<file path="src/rtl/norm_mult_ctrl_if.sv">
// Handshake/bus bundle between norm_mult_ctrl and its datapath/memory.
// master = controller side, slave = datapath/memory side.
interface norm_mult_ctrl_if #(
    parameter int W     = 8,
    parameter int DEPTH = 16
);
    localparam int CW = $clog2(W);
    localparam int AW = (DEPTH > 1) ? $clog2(DEPTH) : 1;

    logic          start;
    logic          msb_a;
    logic          msb_b;
    logic          zero_a;
    logic          zero_b;
    logic          mem_ready;
    logic [AW:0]   rd_addr;
    logic [AW-1:0] wr_addr;
    logic          ld_a;
    logic          ld_b;
    logic          shl_a;
    logic          shl_b;
    logic          ld_prod;
    logic          shr_p;
    logic          clr_p;
    logic          we;
    logic [CW-1:0] lsh_a;
    logic [CW-1:0] lsh_b;
    logic          busy;
    logic          done;

    modport master (
        input  start, msb_a, msb_b, zero_a, zero_b, mem_ready,
        output rd_addr, wr_addr, ld_a, ld_b, shl_a, shl_b,
        output ld_prod, shr_p, clr_p, we, lsh_a, lsh_b, busy, done
    );

    modport slave (
        output start, msb_a, msb_b, zero_a, zero_b, mem_ready,
        input  rd_addr, wr_addr, ld_a, ld_b, shl_a, shl_b,
        input  ld_prod, shr_p, clr_p, we, lsh_a, lsh_b, busy, done
    );
endinterface

</file>
<file path="src/rtl/norm_mult_ctrl.sv">
// Sequencer for the normalise-multiply-denormalise datapath.
// Define NORM_MULT_ZERO_SKIP_EN to bypass multiply for zero operands.
module norm_mult_ctrl #(
    parameter int W     = 8,
    parameter int DEPTH = 16
) (
    input logic              clk,
    input logic              rst,
    norm_mult_ctrl_if.master bus
);
    localparam int CW = $clog2(W);
    localparam int AW = (DEPTH > 1) ? $clog2(DEPTH) : 1;
    localparam logic [CW-1:0] LSH_MAX  = CW'(W - 1);
    localparam logic [AW-1:0] IDX_LAST = AW'(DEPTH - 1);

    typedef enum logic [3:0] {
        IDLE, ARM, LOAD_A, LOAD_B, NORM, MUL, DENORM, WRITE, DONE
    } state_t;

    state_t        state_q, state_d;
    logic [AW-1:0] idx_q, idx_d;
    logic [CW-1:0] lsh_a_q, lsh_a_d;
    logic [CW-1:0] lsh_b_q, lsh_b_d;
    logic [CW:0]   rcnt_q, rcnt_d;
    logic          sa, sb, skip;

    always_ff @(posedge clk or posedge rst) begin
        if (rst) begin
            state_q <= IDLE;
            idx_q   <= '0;
            lsh_a_q <= '0;
            lsh_b_q <= '0;
            rcnt_q  <= '0;
        end else begin
            state_q <= state_d;
            idx_q   <= idx_d;
            lsh_a_q <= lsh_a_d;
            lsh_b_q <= lsh_b_d;
            rcnt_q  <= rcnt_d;
        end
    end

`ifdef NORM_MULT_ZERO_SKIP_EN
    // Both counters are still zero only in the first NORM cycle.
    assign skip = (lsh_a_q == '0) && (lsh_b_q == '0)
                  && (bus.zero_a || bus.zero_b);
`else
    logic unused_zero;
    assign unused_zero = bus.zero_a | bus.zero_b;
    assign skip = 1'b0;
`endif

    assign bus.lsh_a   = lsh_a_q;
    assign bus.lsh_b   = lsh_b_q;
    assign bus.wr_addr = idx_q;
    assign bus.busy    = (state_q != IDLE);

    always_comb begin
        state_d     = state_q;
        idx_d       = idx_q;
        lsh_a_d     = lsh_a_q;
        lsh_b_d     = lsh_b_q;
        rcnt_d      = rcnt_q;
        sa          = 1'b0;
        sb          = 1'b0;
        bus.rd_addr = {idx_q, 1'b0};
        bus.ld_a    = 1'b0;
        bus.ld_b    = 1'b0;
        bus.shl_a   = 1'b0;
        bus.shl_b   = 1'b0;
        bus.ld_prod = 1'b0;
        bus.shr_p   = 1'b0;
        bus.clr_p   = 1'b0;
        bus.we      = 1'b0;
        bus.done    = 1'b0;
        case (state_q)
            IDLE: begin
                if (bus.start) state_d = ARM;
            end
            ARM: begin
                idx_d = '0;
                if (!bus.start) state_d = LOAD_A;
            end
            LOAD_A: begin
                bus.ld_a = 1'b1;
                lsh_a_d  = '0;
                lsh_b_d  = '0;
                state_d  = LOAD_B;
            end
            LOAD_B: begin
                bus.ld_b    = 1'b1;
                bus.rd_addr = {idx_q, 1'b1};
                state_d     = NORM;
            end
            NORM: begin
                if (skip) begin
                    bus.clr_p = 1'b1;
                    state_d   = WRITE;
                end else begin
                    sa = ~bus.msb_a & (lsh_a_q < LSH_MAX);
                    sb = ~bus.msb_b & (lsh_b_q < LSH_MAX);
                    bus.shl_a = sa;
                    bus.shl_b = sb;
                    if (sa) lsh_a_d = lsh_a_q + CW'(1);
                    if (sb) lsh_b_d = lsh_b_q + CW'(1);
                    if (!sa && !sb) state_d = MUL;
                end
            end
            MUL: begin
                bus.ld_prod = 1'b1;
                rcnt_d  = {1'b0, lsh_a_q} + {1'b0, lsh_b_q};
                state_d = DENORM;
            end
            DENORM: begin
                if (rcnt_q != '0) begin
                    bus.shr_p = 1'b1;
                    rcnt_d    = rcnt_q - (CW+1)'(1);
                end else begin
                    state_d = WRITE;
                end
            end
            WRITE: begin
                bus.we = 1'b1;
                if (bus.mem_ready) begin
                    if (idx_q == IDX_LAST) begin
                        state_d = DONE;
                    end else begin
                        idx_d   = idx_q + AW'(1);
                        state_d = LOAD_A;
                    end
                end
            end
            DONE: begin
                bus.done = 1'b1;
                idx_d    = '0;
                state_d  = IDLE;
            end
            default: state_d = IDLE;
        endcase
    end
endmodule

</file>
<file path="src/flat_wrapper.sv">
// flat-port wrapper written by rule: the top's interface ports become plain ports
module norm_mult_ctrl_flat 
#(
    parameter int W     = 8,
    parameter int DEPTH = 16
)
  (clk, rst, bus_start, bus_msb_a, bus_msb_b, bus_zero_a, bus_zero_b, bus_mem_ready, bus_rd_addr, bus_wr_addr, bus_ld_a, bus_ld_b, bus_shl_a, bus_shl_b, bus_ld_prod, bus_shr_p, bus_clr_p, bus_we, bus_lsh_a, bus_lsh_b, bus_busy, bus_done);
  norm_mult_ctrl_if #(.W(W), .DEPTH(DEPTH)) bus_i ();
  input logic clk;
  input logic rst;
  input wire logic [$bits(bus_i.start)-1:0] bus_start;
  input wire logic [$bits(bus_i.msb_a)-1:0] bus_msb_a;
  input wire logic [$bits(bus_i.msb_b)-1:0] bus_msb_b;
  input wire logic [$bits(bus_i.zero_a)-1:0] bus_zero_a;
  input wire logic [$bits(bus_i.zero_b)-1:0] bus_zero_b;
  input wire logic [$bits(bus_i.mem_ready)-1:0] bus_mem_ready;
  output wire logic [$bits(bus_i.rd_addr)-1:0] bus_rd_addr;
  output wire logic [$bits(bus_i.wr_addr)-1:0] bus_wr_addr;
  output wire logic [$bits(bus_i.ld_a)-1:0] bus_ld_a;
  output wire logic [$bits(bus_i.ld_b)-1:0] bus_ld_b;
  output wire logic [$bits(bus_i.shl_a)-1:0] bus_shl_a;
  output wire logic [$bits(bus_i.shl_b)-1:0] bus_shl_b;
  output wire logic [$bits(bus_i.ld_prod)-1:0] bus_ld_prod;
  output wire logic [$bits(bus_i.shr_p)-1:0] bus_shr_p;
  output wire logic [$bits(bus_i.clr_p)-1:0] bus_clr_p;
  output wire logic [$bits(bus_i.we)-1:0] bus_we;
  output wire logic [$bits(bus_i.lsh_a)-1:0] bus_lsh_a;
  output wire logic [$bits(bus_i.lsh_b)-1:0] bus_lsh_b;
  output wire logic [$bits(bus_i.busy)-1:0] bus_busy;
  output wire logic [$bits(bus_i.done)-1:0] bus_done;
  assign bus_i.start = bus_start;
  assign bus_i.msb_a = bus_msb_a;
  assign bus_i.msb_b = bus_msb_b;
  assign bus_i.zero_a = bus_zero_a;
  assign bus_i.zero_b = bus_zero_b;
  assign bus_i.mem_ready = bus_mem_ready;
  assign bus_rd_addr = bus_i.rd_addr;
  assign bus_wr_addr = bus_i.wr_addr;
  assign bus_ld_a = bus_i.ld_a;
  assign bus_ld_b = bus_i.ld_b;
  assign bus_shl_a = bus_i.shl_a;
  assign bus_shl_b = bus_i.shl_b;
  assign bus_ld_prod = bus_i.ld_prod;
  assign bus_shr_p = bus_i.shr_p;
  assign bus_clr_p = bus_i.clr_p;
  assign bus_we = bus_i.we;
  assign bus_lsh_a = bus_i.lsh_a;
  assign bus_lsh_b = bus_i.lsh_b;
  assign bus_busy = bus_i.busy;
  assign bus_done = bus_i.done;
  norm_mult_ctrl #(.W(W), .DEPTH(DEPTH)) u_core (.clk(clk), .rst(rst), .bus(bus_i));
endmodule
</file>
<file path="config.mk">
export PLATFORM = sky130hd
export DESIGN_NAME = norm_mult_ctrl_flat
export DESIGN_NICKNAME = d
export VERILOG_FILES = /design/src/rtl/norm_mult_ctrl_if.sv /design/src/rtl/norm_mult_ctrl.sv /design/src/flat_wrapper.sv
export SDC_FILE = /design/constraint.sdc
export NUM_CORES = 1
export LEC_CHECK = 0
export ABC_AREA = 1
export CORE_ASPECT_RATIO = 0.7
export CORE_UTILIZATION = 45
export CTS_BUF_LIST = sky130_fd_sc_hd__clkbuf_16
export DETAILED_ROUTE_END_ITERATION = 10
export GPL_TIMING_DRIVEN = 0
export PLACE_DENSITY = 0.79
export SLEW_MARGIN = 10
export SYNTH_ARGS = -nofsm -noshare
export SYNTH_HDL_FRONTEND = slang
export SYNTH_SLANG_ARGS = --single-unit
export TNS_END_PERCENT = 100
</file>
<file path="constraint.sdc">
create_clock -name clk -period 3 [get_ports clk]
set_input_delay 0.6 -clock clk [delete_from_list [all_inputs] [get_ports clk]]
set_output_delay 0.6 -clock clk [all_outputs]
set_load 0.005 [all_outputs]
</file>
==> flow_summary.yaml <==
placed_design:
  gp_congestion: 0.900
  hpwlAfterDp_um: 2410
  io_buffers: 29
clocking:
  cts_sinks: 18
  clock_path_buffers: 2
  tritoncts: "done"
  holdBufCountCts: 0
  cts-resized-gates: 0
  clock-root-buffer: "clkbuf_16"
  postCtsSetupBuffers: 0
  clk_pin_slew_ns: 0.05
  clk_latency_ns: 0.25
  cts_buffers: 3
  h-tree-depth: 1
grt:
  grt_pass1_vias: 1167
  grt_max_degree: 19
  grt_pass1_wl_um: 5230
  grt_usage: 0.234
  antenna_found_initial: 0
  grt_overflow: 0
power:
  power_density_mw_per_mm2: 803
  cellLeakagePower_uw: 0.000868
  ir_worst_vdd_v: 0.000417
outcome:
  status: "finished, final reports clean"
yosys:
  avgSynthCellArea_sq_um: 7.27
  ys_seq_area_frac: 0.352
  syn_nets: 192
  syn_area_sq_mm: 0.00128
  ys_warn_count: 0
  synth_seq_cells: 18
  synth_top_area_cell: "dfrtp_1"
  synth_top_cell_area_share: 0.352
  synthCells: 176
  ys_types: 22
  synth_area_leaders: "dfrtp_1 (35%), nand2_1 (12%), nand3_1 (9.8%)"
timing:
  finalClockSkew_ns: 0.00505
  finalCriticalPeriod_ns: 2.43
  whs_ns: 0.487
  drv_slew: 0
  tightest_slew_ns: 0.707
  finalCritPeriodShare: 0.809
  rsz0062_at_grt: "no"
  finalSetupViolations: 0
  relSlewSlack: 0.528
  hold_viol: 0
  setup_tns_ns: 0
  fmax_mhz: 412
final_layout:
  multiInputGateArea_sq_um: 682
  regArea_sq_um: 450
  nets: 226
  area_growth_syn_to_layout_pct: 31.9
  n_antenna_cell: 0
  utilization: 0.656
  nFillCells: 206
  drive_above_1_share: 0.130
floorplan:
  start_util: 0.497
  die_y_um: 46.6
  core_sq_mm: 0.00257
  io_pins: 33
  fp-row-count: 15
  dieArea_sq_mm: 0.00306
  die_w_um: 65.7
setup_path:
  crit_top_cell: "nor2_2"
  end_kind: "primary output"
  crit_family: "simple AND/OR/NAND/NOR gates"
  critPathArrivalTime_ns: 1.83
  path_max_fanout: 5
  crit_buf_inv: 1
  path_class: "flip-flop to primary output"
  crit_chain: "nor2_2, nand2_2, nor2_2, clkdlybuf4s50_1"
  required_ns: 2.40
  critPathMaxStageDelay_ns: 0.53
  cp_slowest_cell: "clkdlybuf4s50_1"
  cp-start-kind: "flip-flop"
hold_path:
  hold_path.class: "flip-flop to flip-flop"
routing:
  wl_per_cell_um: 12.6
  wirelength_um: 3040
  vias_per_cell: 5.14
  dr.pass1.iters: 4
  drt_iter0_markers: 73
  ant_nets: 0
  dr_total_vias: 1244
  drc_errors: 0
run:
  drv_cap: 0
==> cell usage in the layout (no fill, tap or decap), types with 2 or more instances in the layout <==
master           instances
clkdlybuf4s50_1         29
o21ai_1                  2
inv_1                   24
ha_1                     7
nor2_2                   6
buf_4                    6
nor2_4                   2
nand3_1                 25
dfrtp_1                 18
nor2_1                  11
clkbuf_16                3
o21ai_2                  2
nand4_1                  2
a21oi_1                  5
o21ai_0                 10
inv_2                    3
nand2_2                  5
nand2_1                 40
xor2_1                   2
nand3b_1                 2
==> synth_stat cells <==
library cell and count:
nand2_1 40, dfrtp_1 18, nand4_1 2, fa_1 1, conb_1 1, ha_1 7, nand3b_1 2, inv_2 3
xnor2_1 1, o21ai_1 2, nand3_1 25, xor2_1 2, nor2_2 6, a21oi_1 5, or2_1 1, o21ai_2 2
buf_4 6, nor2_4 2, nor2_1 11, inv_1 24, o21ai_0 10, nand2_2 5
==> where the power goes <==
part           total [uW]  switching, uW  internal (uW)
registers             380           75.2            305
logic                 715            399            316
clock network         260           84.9            175
==> path summary, 6_finish.rpt <==
check / startpoint / to / slack [ns] / cells past startpoint
min: u_core.rcnt_q[2]$_DFFE_PP0P_ / u_core.rcnt_q[2]$_DFFE_PP0P_ / 0.49 / 2
min in group asynchronous: rst / u_core.bus.lsh_b[1]$_DFFE_PP0P_ / 0.77 / 2
max: u_core.state_q[1]$_DFFE_PP0P_ / bus_shl_b / 0.57 / 4
max in group asynchronous: rst / u_core.bus.lsh_b[0]$_DFFE_PP0P_ / 1.78 / 2
max reg2reg: u_core.bus.lsh_a[0]$_DFFE_PP0P_ / u_core.rcnt_q[2]$_DFFE_PP0P_ / 1.45 / 8
min reg2reg: u_core.rcnt_q[2]$_DFFE_PP0P_ / u_core.rcnt_q[2]$_DFFE_PP0P_ / 0.49 / 2
==> worst register-to-register path: stages, from the launching register on <==
cell     delay [ns]
dfrtp_1        0.43
ha_1           0.20
inv_1          0.05
fa_1           0.38
xnor2_1        0.17
nand2_1        0.06
o21ai_0        0.07
nand2_1        0.07
nand2_1        0.06
==> metal layers <==
| metal | track usage | part of all wire | vias to the layer above |
|---|---|---|---|
| li1 | - | - | 627 |
| met1 | 0.303 | 0.44 | 576 |
| met2 | 0.394 | 0.49 | 37 |
| met3 | 0.0619 | 0.067 | 4 |
| met4 | 0.0565 | 0.0062 | 0 |
| met5 | 0 | 0 | - |
==> cells by family after synthesis <==
| group | synth area share |
|---|---|
| AOI/OAI and AO/OA | 0.0802 |
| DFF | 0.352 |
| and+or+nand+nor | 0.345 |
| other | 0.00293 |
| adders and majority gates | 0.0841 |
| buffers and inverters | 0.114 |
| xor gates and xnor gates | 0.0206 |
==> stage by stage <==
step / setup slack (ns) / power (uW) / instance area [sq um] / std cells
floorplan: 1.47 / 820 / 1280 / 176
global placement: 0.593 / 1060 / 1610 / 239
detailed placement: 0.572 / 1090 / 1610 / 239
CTS: 0.571 / 1360 / 1690 / 242
global route: 0.426 / 1480 / 1690 / 242
finish: 0.572 / 1350 / 1690 / 242
==> area by class of cell <==
class / instances / share of cell area
Buffer: 6 / 0.0267
Clock buffer: 3 / 0.0445
Inverter: 27 / 0.0601
Multi-Input combinational cell: 125 / 0.404
Sequential cell: 18 / 0.267
Tap cell: 34 / 0.0252
Timing Repair Buffer: 29 / 0.172
==> state kept, by name, summed over array words and instances, names as in the netlist <==
name and flops:
u_core.bus.lsh_a 3, u_core.bus.lsh_b 3, u_core.state_q 4, u_core.rcnt_q 4, u_core.bus.wr_addr 4
Note: power is estimated with default switching activity, not from simulation.
